**src/rtl/uart_pkg.sv**
```systemverilog
// Shared definitions for the UART TX scheduler slice.
//   UART_KEYWORD        sync byte that opens every session with the peer receiver
//   PEER_TIMEOUT_TICKS  peer declares con_broken after this many silent clk_ticks
//   WORD_W              width of one game-state word (sent as MSB byte, then LSB byte)
//   IDLE_CNT_W          width of the keepalive idle counter
//   state_e             scheduler FSM states
package uart_pkg;

  localparam logic [7:0] UART_KEYWORD       = 8'h0F;
  localparam int         PEER_TIMEOUT_TICKS = 64;
  localparam int         WORD_W             = 16;
  localparam int         IDLE_CNT_W         = 6;

  typedef enum logic [1:0] {
    SYNC     = 2'd0,
    IDLE     = 2'd1,
    SEND_MSB = 2'd2,
    SEND_LSB = 2'd3
  } state_e;

  function automatic logic [7:0] word_msb(input logic [WORD_W-1:0] w);
    return w[15:8];
  endfunction

  function automatic logic [7:0] word_lsb(input logic [WORD_W-1:0] w);
    return w[7:0];
  endfunction

endpackage

```
**src/rtl/rr_arbiter.sv**
```systemverilog
// Combinational round-robin arbiter.
// Picks the first set request at or after ptr_i, wrapping modulo N, and
// reports the pointer value that follows the winner. The pointer register
// itself is owned by the caller, so this block holds no state.
// Ports:
//   req_i       request vector
//   ptr_i       current round-robin start index
//   gnt_o       one-hot grant (all zero when no request)
//   next_ptr_o  winner index + 1 modulo N (equals ptr_i when no request)
module rr_arbiter #(
  parameter int N     = 4,
  parameter int PTR_W = 2
) (
  input  logic [N-1:0]     req_i,
  input  logic [PTR_W-1:0] ptr_i,
  output logic [N-1:0]     gnt_o,
  output logic [PTR_W-1:0] next_ptr_o
);

  logic             found;
  logic [PTR_W-1:0] idx;

  always_comb begin
    gnt_o      = '0;
    next_ptr_o = ptr_i;
    found      = 1'b0;
    idx        = '0;
    for (int k = 0; k < N; k++) begin
      idx = PTR_W'((int'(ptr_i) + k) % N);
      if (!found && req_i[idx]) begin
        found      = 1'b1;
        gnt_o[idx] = 1'b1;
        next_ptr_o = PTR_W'((int'(idx) + 1) % N);
      end
    end
  end

endmodule

```
**src/rtl/uart_tx_scheduler.sv**
```systemverilog
// Shares one byte-wide UART transmitter between NUM_REQ 16-bit word sources.
// A session opens with the keyword byte 8'h0F; each granted word then goes
// out as MSB byte followed by LSB byte, never split, so the peer's pairing
// (keyword -> MSB -> LSB -> MSB ...) stays aligned.
//
// Optional feature: define UART_TX_SCHED_KEEPALIVE_EN to resend the last
// word after KEEPALIVE_TICKS idle clk_ticks. KEEPALIVE_TICKS must stay below
// PEER_TIMEOUT_TICKS (64) or the peer times out before the keepalive lands.
//
// Ports:
//   clk, rst     clock, synchronous active-high reset
//   clk_tick     baud tick, timebase of the keepalive idle counter
//   req          per-source request, held until granted
//   req_data     word i at [16*i+15:16*i]
//   gnt          one-hot 1-cycle pulse: word i latched this cycle
//   resync_req   pulse: resend keyword (deferred until a word in flight is done)
//   tx_full      TX FIFO full
//   tx_wr        TX FIFO write strobe, tx_din valid in the same cycle
//   tx_din       byte to write
//   synced       keyword written since last reset/resync
//   state_dbg    current FSM state
//
// Handshakes: a source raises req[i] with stable data and holds both until
// it sees gnt[i] high in a cycle; that cycle's clock edge latches the word.
// On the FIFO side a byte is transferred exactly in a cycle where tx_wr=1,
// and tx_wr is only raised when tx_full=0; while tx_full=1 the FSM waits.
module uart_tx_scheduler
  import uart_pkg::*;
#(
  parameter int NUM_REQ         = 4,
  parameter int KEEPALIVE_TICKS = 48
) (
  input  logic                      clk,
  input  logic                      rst,
  input  logic                      clk_tick,
  input  logic [NUM_REQ-1:0]        req,
  input  logic [WORD_W*NUM_REQ-1:0] req_data,
  output logic [NUM_REQ-1:0]        gnt,
  input  logic                      resync_req,
  input  logic                      tx_full,
  output logic                      tx_wr,
  output logic [7:0]                tx_din,
  output logic                      synced,
  output state_e                    state_dbg
);

  localparam int PTR_W = (NUM_REQ > 1) ? $clog2(NUM_REQ) : 1;

  state_e              state_q, state_d;
  logic [WORD_W-1:0]   word_q, word_d;
  logic [PTR_W-1:0]    rr_ptr_q, rr_ptr_d;
  logic                synced_q, synced_d;
  logic                resync_pend_q, resync_pend_d;

  logic [NUM_REQ-1:0]  arb_gnt;
  logic [PTR_W-1:0]    arb_next_ptr;
  logic [WORD_W-1:0]   arb_word;
  logic                ka_fire;

  rr_arbiter #(
    .N     (NUM_REQ),
    .PTR_W (PTR_W)
  ) u_arb (
    .req_i      (req),
    .ptr_i      (rr_ptr_q),
    .gnt_o      (arb_gnt),
    .next_ptr_o (arb_next_ptr)
  );

  // Word of the winning source; arb_gnt is one-hot so an OR-mux suffices.
  always_comb begin
    arb_word = '0;
    for (int i = 0; i < NUM_REQ; i++) begin
      if (arb_gnt[i]) arb_word = arb_word | req_data[WORD_W*i +: WORD_W];
    end
  end

`ifdef UART_TX_SCHED_KEEPALIVE_EN
  localparam logic [IDLE_CNT_W-1:0] KA_LAST = IDLE_CNT_W'(KEEPALIVE_TICKS - 1);

  logic [IDLE_CNT_W-1:0] idle_cnt_q, idle_cnt_d;

  // Counts clk_ticks spent quietly in IDLE. Anything that takes the FSM out
  // of IDLE (req, resync, or a byte write elsewhere) restarts the count, so
  // a real request always wins over the keepalive in the same cycle.
  always_comb begin
    idle_cnt_d = idle_cnt_q;
    ka_fire    = 1'b0;
    if (state_q != IDLE || resync_req || (|req)) begin
      idle_cnt_d = '0;
    end else if (clk_tick) begin
      if (idle_cnt_q == KA_LAST) begin
        ka_fire    = 1'b1;
        idle_cnt_d = '0;
      end else begin
        idle_cnt_d = idle_cnt_q + 1'b1;
      end
    end
  end

  always_ff @(posedge clk) begin
    if (rst) idle_cnt_q <= '0;
    else     idle_cnt_q <= idle_cnt_d;
  end
`else
  // Keepalive disabled: the line stays silent when idle and recovery
  // relies on the peer requesting a resync.
  logic unused_keepalive;
  assign ka_fire          = 1'b0;
  assign unused_keepalive = clk_tick ^ (KEEPALIVE_TICKS == 0);
`endif

  // Next state and outputs. Outputs are forced quiet while rst is high so
  // nothing reaches the FIFO during reset.
  always_comb begin
    state_d       = state_q;
    word_d        = word_q;
    rr_ptr_d      = rr_ptr_q;
    synced_d      = synced_q;
    resync_pend_d = resync_pend_q;
    gnt           = '0;
    tx_wr         = 1'b0;
    tx_din        = '0;

    if (!rst) begin
      case (state_q)
        SYNC: begin
          // resync_req is ignored here: exactly one keyword per resync.
          if (!tx_full) begin
            tx_wr    = 1'b1;
            tx_din   = UART_KEYWORD;
            synced_d = 1'b1;
            state_d  = IDLE;
          end
        end

        IDLE: begin
          if (resync_req) begin
            synced_d = 1'b0;
            state_d  = SYNC;
          end else if (|req) begin
            gnt      = arb_gnt;
            word_d   = arb_word;
            rr_ptr_d = arb_next_ptr;
            state_d  = SEND_MSB;
          end else if (ka_fire) begin
            // Resend of word_q; no source is granted.
            state_d = SEND_MSB;
          end
        end

        SEND_MSB: begin
          if (resync_req) resync_pend_d = 1'b1;
          if (!tx_full) begin
            tx_wr   = 1'b1;
            tx_din  = word_msb(word_q);
            state_d = SEND_LSB;
          end
        end

        SEND_LSB: begin
          if (!tx_full) begin
            tx_wr  = 1'b1;
            tx_din = word_lsb(word_q);
            // A resync seen during the word is honoured only now, after
            // the LSB, so the peer never sees half a word.
            if (resync_pend_q || resync_req) begin
              resync_pend_d = 1'b0;
              synced_d      = 1'b0;
              state_d       = SYNC;
            end else begin
              state_d = IDLE;
            end
          end else if (resync_req) begin
            resync_pend_d = 1'b1;
          end
        end

        default: state_d = SYNC;
      endcase
    end
  end

  always_ff @(posedge clk) begin
    if (rst) begin
      state_q       <= SYNC;
      word_q        <= '0;
      rr_ptr_q      <= '0;
      synced_q      <= 1'b0;
      resync_pend_q <= 1'b0;
    end else begin
      state_q       <= state_d;
      word_q        <= word_d;
      rr_ptr_q      <= rr_ptr_d;
      synced_q      <= synced_d;
      resync_pend_q <= resync_pend_d;
    end
  end

  assign synced    = synced_q;
  assign state_dbg = state_q;

endmodule

```
**config.mk**
```make
export PLATFORM = sky130hd
export DESIGN_NAME = uart_tx_scheduler
export DESIGN_NICKNAME = d
export VERILOG_FILES = /design/src/rtl/uart_pkg.sv /design/src/rtl/rr_arbiter.sv /design/src/rtl/uart_tx_scheduler.sv
export SDC_FILE = /design/constraint.sdc
export NUM_CORES = 1
export LEC_CHECK = 0
export ABC_AREA = 1
export BUFFER_PORTS_ARGS = -buffer_cell sky130_fd_sc_hd__buf_2
export CORE_UTILIZATION = 43
export DETAILED_ROUTE_END_ITERATION = 7
export GPL_TIMING_DRIVEN = 0
export HOLD_SLACK_MARGIN = 0.08
export PLACE_DENSITY = 0.85
export SLEW_MARGIN = 25
export SYNTH_ARGS = -nofsm -noshare
export SYNTH_HDL_FRONTEND = slang
export SYNTH_HIERARCHICAL = 1
export SYNTH_SLANG_ARGS = --single-unit
```
**constraint.sdc**
```tcl
create_clock -name clk -period 2.2 [get_ports clk]
set_clock_uncertainty 0.1 [all_clocks]
set_input_delay 0.11 -clock clk [delete_from_list [all_inputs] [get_ports clk]]
set_output_delay 0.11 -clock clk [all_outputs]
set_load 0.02 [all_outputs]
```
* Word level (Yosys, flattened, before mapping)
Cells that the tools add are included. Widths: inputs -> output; s select.
Storage, ports and cells: flip-flop bits (word level) 22
Cells by class: add/sub/neg operators 6, $lt $le $gt $ge 8, eq/ne operators 10, mux-type cells 58, bitwise operators 7, reductions and logical operators 22
Operator list (count):
- $mux 16 | 4
- $or 16x16->16 | 3
- $mux 4 | 9
- $mux 8 | 3
- $pmux 8 s3 | 1
- $mux 1 | 21
- $mux 2 | 9
- $lt 2x3->1 const B | 4
- $or 4x4->4 | 3
- $ne 2x2->1 const B | 5
- $add 2x1->2 const B | 4
- $bmux 1 s2 | 4
- $demux 1 s2 | 4
- $ge 2x1->1 const B | 4
- $pmux 2 s4 | 1
- $reduce_and 4->1 | 2
- $logic_and 1x1->1 | 7
- $ne 3x3->1 const B | 2
- $reduce_and 5->1 | 1
- $add 2x2->2 const B | 2
- $eq 2x2->1 const B | 2
- $reduce_bool 4->1 | 1
- $reduce_or 4->1 | 1
- $logic_not 1->1 | 3
- other kinds (11) | 11

* Logic depth before layout (Yosys ltp)
Gate-level depths: netlist (run 1).
word-level depth 19, depth in mapped cells 16

* Cells and area by module
Netlist (run 1), hierarchy kept.
By module, submodules not included:
- uart_tx_scheduler | instances 1, cells an instance 253, area each 1458.9 um2, seq. area each 440.4 um2
- rr_arbiter | instances 1, cells an instance 83, area each 501.7 um2, seq. area each 0.0 um2

* Least setup slack after synthesis (run 1)
Ideal clock, no wire load.
path kind reg2out, start point register rr_ptr_q[0], end point output port gnt[1], arrival 2273 ps, required time 1990 ps, path slack -283 ps, stages on the path, launching flop included 15, path buffers 3, path through dfxtp_1 buf_6 inv_6 ha_1 inv_1 nand3_1 nand2_4 nand2_2 o21ai_0 a21oi_1 nand2_1 buf_2 buf_2 nand2_1 nor2_1
Between the ends: cells in the longest elaborated chain, start to end 16, elaborated cells on any way between the ends 51
Ends and longest elaborated chain:
- start, declared | RTL line uart_tx_scheduler.sv:51 | logic [PTR_W-1:0] rr_ptr_q, rr_ptr_d;
- start signal, assigned | RTL line uart_tx_scheduler.sv:194 | rr_ptr_q <= rr_ptr_d;
- branches (longest 11 deep; another with $lt 2x3->1)
- $mux 4 (*) | RTL line rr_arbiter.sv:30 | if (!found && req_i[idx]) begin
- net arb_gnt[1] | RTL line uart_tx_scheduler.sv:55 | logic [NUM_REQ-1:0] arb_gnt;
- $mux 4 (*) | RTL line uart_tx_scheduler.sv:141 | end else if (|req) begin
- $mux 4 (*) | RTL line uart_tx_scheduler.sv:138 | if (resync_req) begin
- $mux 4 (*) | RTL line uart_tx_scheduler.sv:126 | case (state_q)
- $mux 4 (*) | RTL line uart_tx_scheduler.sv:125 | if (!rst) begin
- end, declared | RTL line uart_tx_scheduler.sv:38 | output logic [NUM_REQ-1:0] gnt,
Mark *: on every way through the listed nets, which the timed path passes. The select of a mux whose other input is x is not followed.

* Final worst setup path (run 1)
start point register rr_ptr_q[1], end point output port gnt[1]
Same word-level chain as after synthesis.

==> impl_summary.md, run 1 <==
Min path
The end point of the most critical hold path is word_q[13]. The worst hold path startpoint is req_data[13]. The path class of the lowest-slack min-delay path is input port to register. The depth of the worst hold-timing path is 5.

Cells and area
The fraction of layout instances using a drive strength above 1 is 42.1%. The area of all placed cells without fillers is 3050 sq um. The number of antenna diodes in the final layout is 0. The count of cells in the finished layout, fillers not included, comes to 503.

The final core utilization is 70.1%. Relative to the synthesized area, the layout overhead comes to 55.6%. The net count of the finished layout is 531.

Pwr
Summed over all cells, the static leakage comes to approximately 1.6 nW. The proportion of total power due to net switching is 37.9%. The internal power contribution is 1.05 mW. For this design the total switching power over the nets is 0.638 mW.

The portion of total power attributed to sequential cells is 26.9%. Of the total power, combinational logic draws 50.2%. The largest voltage drop on the vdd net is approximately 0.00034 V. Power spread over the standard cell area amounts to 553 nW/um^2. The share of power burned in the clock network is 22.8%.

Drt
Summing over every cut layer, the via total after detailed routing is about 2,600. After detailed routing, the average wire length per cell comes to 13.0 microns. The mean number of vias per cell is approximately 5.2. The number of DRC violations after detailed routing is 0. Before antenna repair, the detailed router went through 4 iterations. The total length of routed wires is 6520 microns. The first routing iteration left 150 violations. The count of nets left with antenna violations after detail routing is 0.

Global routing
The number of antenna violations at the first check in global routing is 0. The via count of the first global-routing pass is 2,480. The maximum number of pins on one net before global-route repair is 14. The residual overflow from global routing is 0.

The first global-routing pass estimated 10,600 microns of wire. Global routing used 26.3% of the available tracks across all layers.

Setup path
The worst path buffer plus inverter count is 4. The worst path arrival time is 2100 ps. The signal on the critical path passes through clkinvlp_4 > ha_4 > inv_6 > nand3_4 > nand2_4 > nor2_4 > nand2_2 > nand2_2 > buf_6 > nand2_2 > nor2_4 > buf_6. The largest driver fanout on the critical path is 5.

For flop-to-flop paths, the worst setup slack is 0 ps. STA classifies the critical path startpoint as a register. The dominant delay contributor by cell family on the critical path is simple AND/OR/NAND/NOR gates.

The start-to-end type of the worst setup path is register to output pin. The worst register-to-register path ends at word_q[8]. The cell count of the worst reg-to-reg path is 15.

The worst register-to-register path begins at rr_ptr_q[1]. The longest individual stage delay on the worst path is roughly 360 ps. STA puts the critical path data required time at 1990 ps. The cell occurring most often along the worst timing path is nand2_2. The critical path endpoint category is an output pin. On the critical path, the stage with the largest delay is an instance of dfxtp_4.

Placement
The placed wire-length estimate is 4160 microns. Before CTS, the worst setup slack after placement is -332 ps. After detailed placement, the total cell area comes to 2510 sq um. Port buffering added 86 buffers. The last weighted congestion value of the routability-driven placer is between 0.8 and 0.9. The number of cells after detailed placement is 474.

STA
The final setup violation count is 5. Dividing the final minimum period by the clock period gives 105%. The top achievable clock speed is 0.433 GHz. The worst-case setup margin in the final layout is -111 ps. Setup repair after global routing could not meet its margin everywhere. On the final layout, the worst hold slack is 77.3 ps. The number of failing hold endpoints at the final stage is 0. The worst slew margin relative to its limit is roughly three quarters.

The shortest clock period the worst path allows after layout is 2310 ps. The pin slew with the least headroom to its limit is 346 ps. The number of pins with negative max-slew slack in the final report came to 0.

Floorplan
89 I/O pins were placed. The initial utilization of the core area, before any placement, comes to approximately 45%. From left edge to right edge, the die measures 69.5 microns.

The floorplan step defined a die boundary enclosing 4830 sq um. The y dimension of the die is 69.5 microns. The placeable core region is 4350 sq um. The number of standard-cell rows in the floorplan is 24.

Yosys
The total number of yosys warnings is 6. In the synthesized netlist the async set-or-reset flop fraction comes to 0%. In the synthesized netlist the dominant register cell turns out to be dfxtp_1. Summing the sequential cell areas from Yosys gives 22.5% of the chip area. The number of instances in the synthesized netlist is around 340. The post-synth net total is 415. The synthesized netlist contains 26 unique library cells. After synthesis, the cell types taking the most area are nand2_1 (23%), dfxtp_1 (22%), nor2_1 (10%), o21ai_0 (5.9%), nand4_1 (5.4%). A synthesized cell averages 5.84 sq um. The count of flip-flops with a built-in enable after synthesis is 0.

The total of flip-flops plus latches after synthesis is 22. The top cell type by total area after synthesis is nand2_1. The mapped cell area is slightly below 2000 sq um. The area fraction of the dominant cell type after synthesis is roughly a quarter.

Clock tree
The number of levels the H-tree was split into is 1. The CTS tree is built. Clock tree synthesis found a total of 22 sinks.

The clock passes through at most 2 buffers. The cell sitting at the root of the clock tree is a clkbuf_8. The clock latency on the worst-skew pair is 260 ps. Buffers inserted during clock tree synthesis total 3.

After clock tree synthesis, the clock-pin slew on the worst setup and hold paths is 90 ps.

Run
The total of max-cap violations is 0.

Status
The checks that failed: setup timing. The flow ran to the end, but the final reports show violations.
-- how the worst max path moves through the flow --
| stage | from | end | slack, ps | depth (start not counted) |
|---|---|---|---|---|
| 2_1_floorplan | rr_ptr_q[0] | word_q[8] | 10 | 16 |
| 3_3_place_gp | rr_ptr_q[0] | gnt[3] | -270 | 15 |
| 3_5_place_dp | rr_ptr_q[0] | gnt[3] | -330 | 15 |
| 4_1_cts | rr_ptr_q[1] | gnt[3] | -130 | 14 |
| 5_1_grt | rr_ptr_q[1] | gnt[1] | -160 | 12 |
| 6_report | rr_ptr_q[1] | gnt[1] | -110 | 12 |
-- cell usage after synthesis (2+ instances only) --
library cell  number
nand2_1          122
dfxtp_1           22
inv_1             21
nand3_2            4
nand2_2            4
o21ai_1            2
ha_1               6
buf_2             10
nand4_1           17
o21ai_0           23
nor2_4             3
buf_6              4
a31oi_1            3
inv_2              2
nor2_1            53
a21oi_1           14
nand2_4            5
nand3_1           13
-- sequential cells by signal, summed over array words and instances, names as in the netlist, named ones only --
name / flops
word_q: 16
rr_ptr_q: 2
resync_pend_q: 1
state_dbg: 1
synced: 1
-- metal layers --
layer	up-vias	GRT usage, %	share of wire [%]
li1	1303	-	-
met1	1195	30.3	40
met2	93	50.4	54
met3	20	2.47	3.9
met4	0	8.16	2.4
met5	-	0	0
-- placed cells by master (no fill, tap or decap), types with 2 or more instances in the layout --
cell / n
nand2_1: 102
ha_1: 5
inv_1: 19
nor2_1: 49
a21oi_2: 4
dfxtp_1: 20
nand3_1: 8
dlygate4sd3_1: 4
buf_4: 20
o21ai_0: 19
o21ai_1: 2
nand2_2: 17
nand3_2: 6
nand3_4: 4
nand4_1: 17
a31oi_1: 3
dfxtp_4: 2
buf_6: 16
clkbuf_8: 3
nor2_4: 7
buf_2: 84
a21oi_1: 10
nand2_4: 12
o21ai_2: 5
-- cell families after synthesis --
| group | after synthesis | synth area share [%] |
|---|---|---|
| buffers and inverters | 40 | 10.3 |
| xor gates and xnor gates | 1 | 0.447 |
| adders and majority gates | 6 | 3.83 |
| AOI/OAI and AO/OA | 43 | 11.4 |
| and+or+nand+nor | 224 | 51.6 |
| DFF | 22 | 22.5 |
-- cell type report --
| cell class | instances | area (sq um) |
|---|---|---|
| buffer | 11 | 100 |
| clock buffer | 3 | 41.3 |
| clock inverter | 1 | 30.0 |
| fill | 359 | 1300 |
| inverter | 24 | 109 |
| multi-input combinational | 274 | 1520 |
| sequential | 22 | 448 |
| tap | 52 | 65.1 |
| timing repair buffer | 116 | 734 |
-- power by group through the flow --
stage	sequential (mW)	clock (mW)	combinational (mW)
floorplan	0.466	0	0.430
global placement	0.463	0	0.597
detailed placement	0.464	0	0.609
CTS	0.451	0.383	0.797
global route	0.457	0.398	0.932
finish	0.454	0.385	0.847
-- worst reg2reg max path, stage by stage, from the launching register on --
cell	delay [ps]
dfxtp_4	360
clkinvlp_4	110
ha_4	340
inv_6	60
nand3_4	70
nand2_4	90
nand3_2	80
o21ai_2	60
a21oi_2	120
nand2_2	80
buf_6	140
buf_8	130
nand2_2	50
nand4_1	120
nor2_1	130
nor2_1	50
-- what timing repair did --
action / CTS / global route
gates resized for setup: 59 / 25
hold buffers: 4 / 0
endpoints found under the hold margin: 5 / 0
pin swaps: 31 / 26
cloned: 0 / 1
endpoints found under the setup margin: 20 / 20
buffers inserted: 20 / 7
-- stage by stage --
step / TNS [ps] / total power [mW]
6_report: -393 / 1.69
5_1_grt: -1340 / 1.79
4_1_cts: -679 / 1.63
3_5_place_dp: -3710 / 1.07
3_3_place_gp: -3230 / 1.06
2_1_floorplan: 0 / 0.895
(Power assumes the default switching activity.)
==> run 2: changes to the inputs <==
--- a/config.mk
+++ b/config.mk
@@ -7,11 +7,11 @@
 export LEC_CHECK = 0
 export ABC_AREA = 1
 export BUFFER_PORTS_ARGS = -buffer_cell sky130_fd_sc_hd__buf_2
-export CORE_UTILIZATION = 43
+export CORE_UTILIZATION = 25
 export DETAILED_ROUTE_END_ITERATION = 7
 export GPL_TIMING_DRIVEN = 0
 export HOLD_SLACK_MARGIN = 0.08
-export PLACE_DENSITY = 0.85
+export PLACE_DENSITY = 0.48
 export SLEW_MARGIN = 25
 export SYNTH_ARGS = -nofsm -noshare
 export SYNTH_HDL_FRONTEND = slang
==> run 2 against run 1 <==
Effect of this change: the flow still finishes with violations (setup timing); total power increased by 3.3%; highest routed layer unchanged; first-iteration DRC count down 53%; sequential power is essentially flat; core utilization fell by 27 points; combinational power increased by 6.3%; critical path depth unchanged; critical endpoint unchanged; fmax hardly changed; count of clock-buffer cells in the layout unchanged; non-clock buffer count grew 2; sequential share of layout area fell by 0.62 points; flip-flop and latch count stayed put.
==> impl_summary.md, run 2 (synthesis gave the netlist of run 1 again) <==
Floorplan
The core region is 7410 sq um. In this run the core area contains 31 standard-cell rows. The overall die area is about 8000 sq um. The y dimension of the die is 90.6 microns. The starting density of the core is between 20% and 30%. Pin placement for this block handled 89 I/O pins.

The die outline width is 90.6 microns.

Drt
The number of detailed-routing iterations run before antenna repair is 4. In the routed layout, each cell is associated on average with a via count of approximately 4.6. After detailed routing, the number of remaining DRC violations is 0. For this block, the initial DRC count from the detailed router was 70. After detailed routing, the average wire length per cell comes to 12.5 microns. The overall via count from detail_route is 2,516. In this run the remaining antenna-violating nets after routing total 0. Wires add up to between 6000 and 7000 microns.

Cells and area
The largest registers in the layout are word_q (16), rr_ptr_q (2). The number of flip-flops under the largest register name is 16. Leaving out fill and tap cells, the most frequent cells in the layout are nand2_1 (95), buf_2 (84), nor2_1 (49).

Cells with a size suffix above 1 make up a little over two fifths of the layout. The layout has 812 filler cells. The post-synthesis to final-layout area growth is 62.5%. The repair_antennas step left the layout with diodes totalling 0. The most frequent standard cell in the layout excluding fill and tap cells is nand2_1. The net count of the finished layout is 533. Counting flops per register, the top entry is word_q.

STA
The number of pins with negative max-slew slack in the final report came to 0. The worst-case setup margin in the final layout is -109 ps. Timing would allow up to between 0.4 and 0.5 GHz. Setup repair after global routing could not meet its margin everywhere. At the pin with the least slew margin, the transition time is about 340 ps. Setup violations remaining at the end of the flow were counted as 11.

In the final timing run, aggregate negative setup slack is -549 ps. In the finished design, the share of the clock period the worst path needs comes to 105%. The worst slew margin relative to its limit is 77.1%. The number of failing hold endpoints at the final stage is 0. The worst hold slack is ~62 ps. The shortest clock period the worst path allows after layout is 2310 ps.

Setup path
The largest driver fanout on the critical path is 6. The element type at the critical path start is a register. The start-to-end type of the worst setup path is register to output pin. The worst path arrival time is 2100 ps. The critical path data required time is 1990 ps. The critical path endpoint category is an output pin.

Run
Max-cap violations in this run came to 0.

Global routing
Global routing used ~17% of the available tracks. After global routing the overflow that remains totals 0. The number of antenna violations at the first check in global routing was 0.

The first global-routing pass estimated 11,300 microns of wire. The maximum number of pins on one net before global-route repair is 14. The via count of the first global-routing pass is 2,464.

Clock tree
After clock tree synthesis, the clock-pin slew on the worst setup and hold paths is 90 ps. The clock latency on the worst-skew pair is between 200 and 300 ps. The number of buffers added by the clock tree synthesis step is 3. The maximum clock path buffer count is 2. The clock drives 22 sinks. TritonCTS built the clock tree. The number of levels the H-tree was split into is 1. The tree is rooted in a clkbuf_8.

Status
The flow ran to the end, but the final reports show violations. The checks that failed: setup timing.

Placement
The setup slack after placement is -367 ps. The placed wire-length estimate is about 4800 microns. The congestion estimate from routability-driven global placement came to roughly 0.79. The number of port buffers is between 80 and 90.

Pwr
The largest voltage drop on the vdd net is between 0.0002 and 0.0003 V. The standby leakage power is 1.56 nW. Dividing total power by cell area gives a power density of 547 nW/um^2.

Min path
The path class of the lowest-slack min-delay path is input port to register.
[run 2: changes by cell type in the layout (fill, tap and decap cells not counted), sizes merged]
cell / previous run / this run
buf: 121 / 119
dlygate4sd3: 4 / 8
[run 2: final cells by class]
cell class / instances / area, sq um / area share [%]
multi-input cells: 274 / 1550 / 48.5
repair buffers: 118 / 787 / 24.7
flip-flops and latches: 22 / 448 / 14.1
well taps: 99 / 124 / 3.89
inverters: 24 / 106 / 3.34
plain buffers: 11 / 104 / 3.26
clock buffers: 3 / 41.3 / 1.30
clock inverters: 1 / 30.0 / 0.943
[run 2: worst max-delay path, cell delays in order, from the launching register on]
cell	delay, ps
dfxtp_4	370
clkinvlp_4	110
ha_4	310
inv_4	50
nand3_4	100
nand2_8	80
nor2_4	180
nand2_1	90
nand2_2	110
buf_6	140
nand2_4	60
nor2_4	110
buf_6	120
[run 2: path summary, 6_finish.rpt]
kind,startpoint,to,slack (ps),cells after the start
max reg2reg,rr_ptr_q[1],word_q[2],-40,16
max,rr_ptr_q[1],gnt[1],-110,12
min reg2reg,synced,synced,390,2
min,req_data[36],word_q[4],60,5
[run 2: timing repair]
| action | 4_1_cts | 5_1_grt |
|---|---|---|
| pin swaps | 21 | 49 |
| endpoints found under the setup margin | 20 | 20 |
| hold endpoints to repair | 6 | 1 |
| hold buffers | 5 | 3 |
| gates resized for setup | 52 | 47 |
| gates cloned | 1 | 1 |
| setup buffers | 18 | 5 |
[run 2: where the power goes]
part / switching [mW] / internal [mW]
clock: 0.146 / 0.243
sequential: 0.0223 / 0.431
combinational: 0.492 / 0.408
total: 0.660 / 1.08
[run 2: metal layers]
metal  global-route usage, %  part of all wire (%)  vias up
met5                       0                     0        -
met3                    1.77                   3.0        4
met2                    31.9                    53       56
met1                    20.0                    44     1149
li1                        -                     -     1307
met4                    2.42                  0.58        0
[run 2: per-stage QoR]
step	area (sq um)	std cells	utilization (%)	total power, mW
after global placement	2570	521	34.7	1.09
after global routing	3190	552	43.0	1.87
after floorplan	2010	336	-	0.895
after CTS	2990	549	40.3	1.64
after detailed placement	2570	521	34.7	1.09
final	3190	552	43.0	1.74
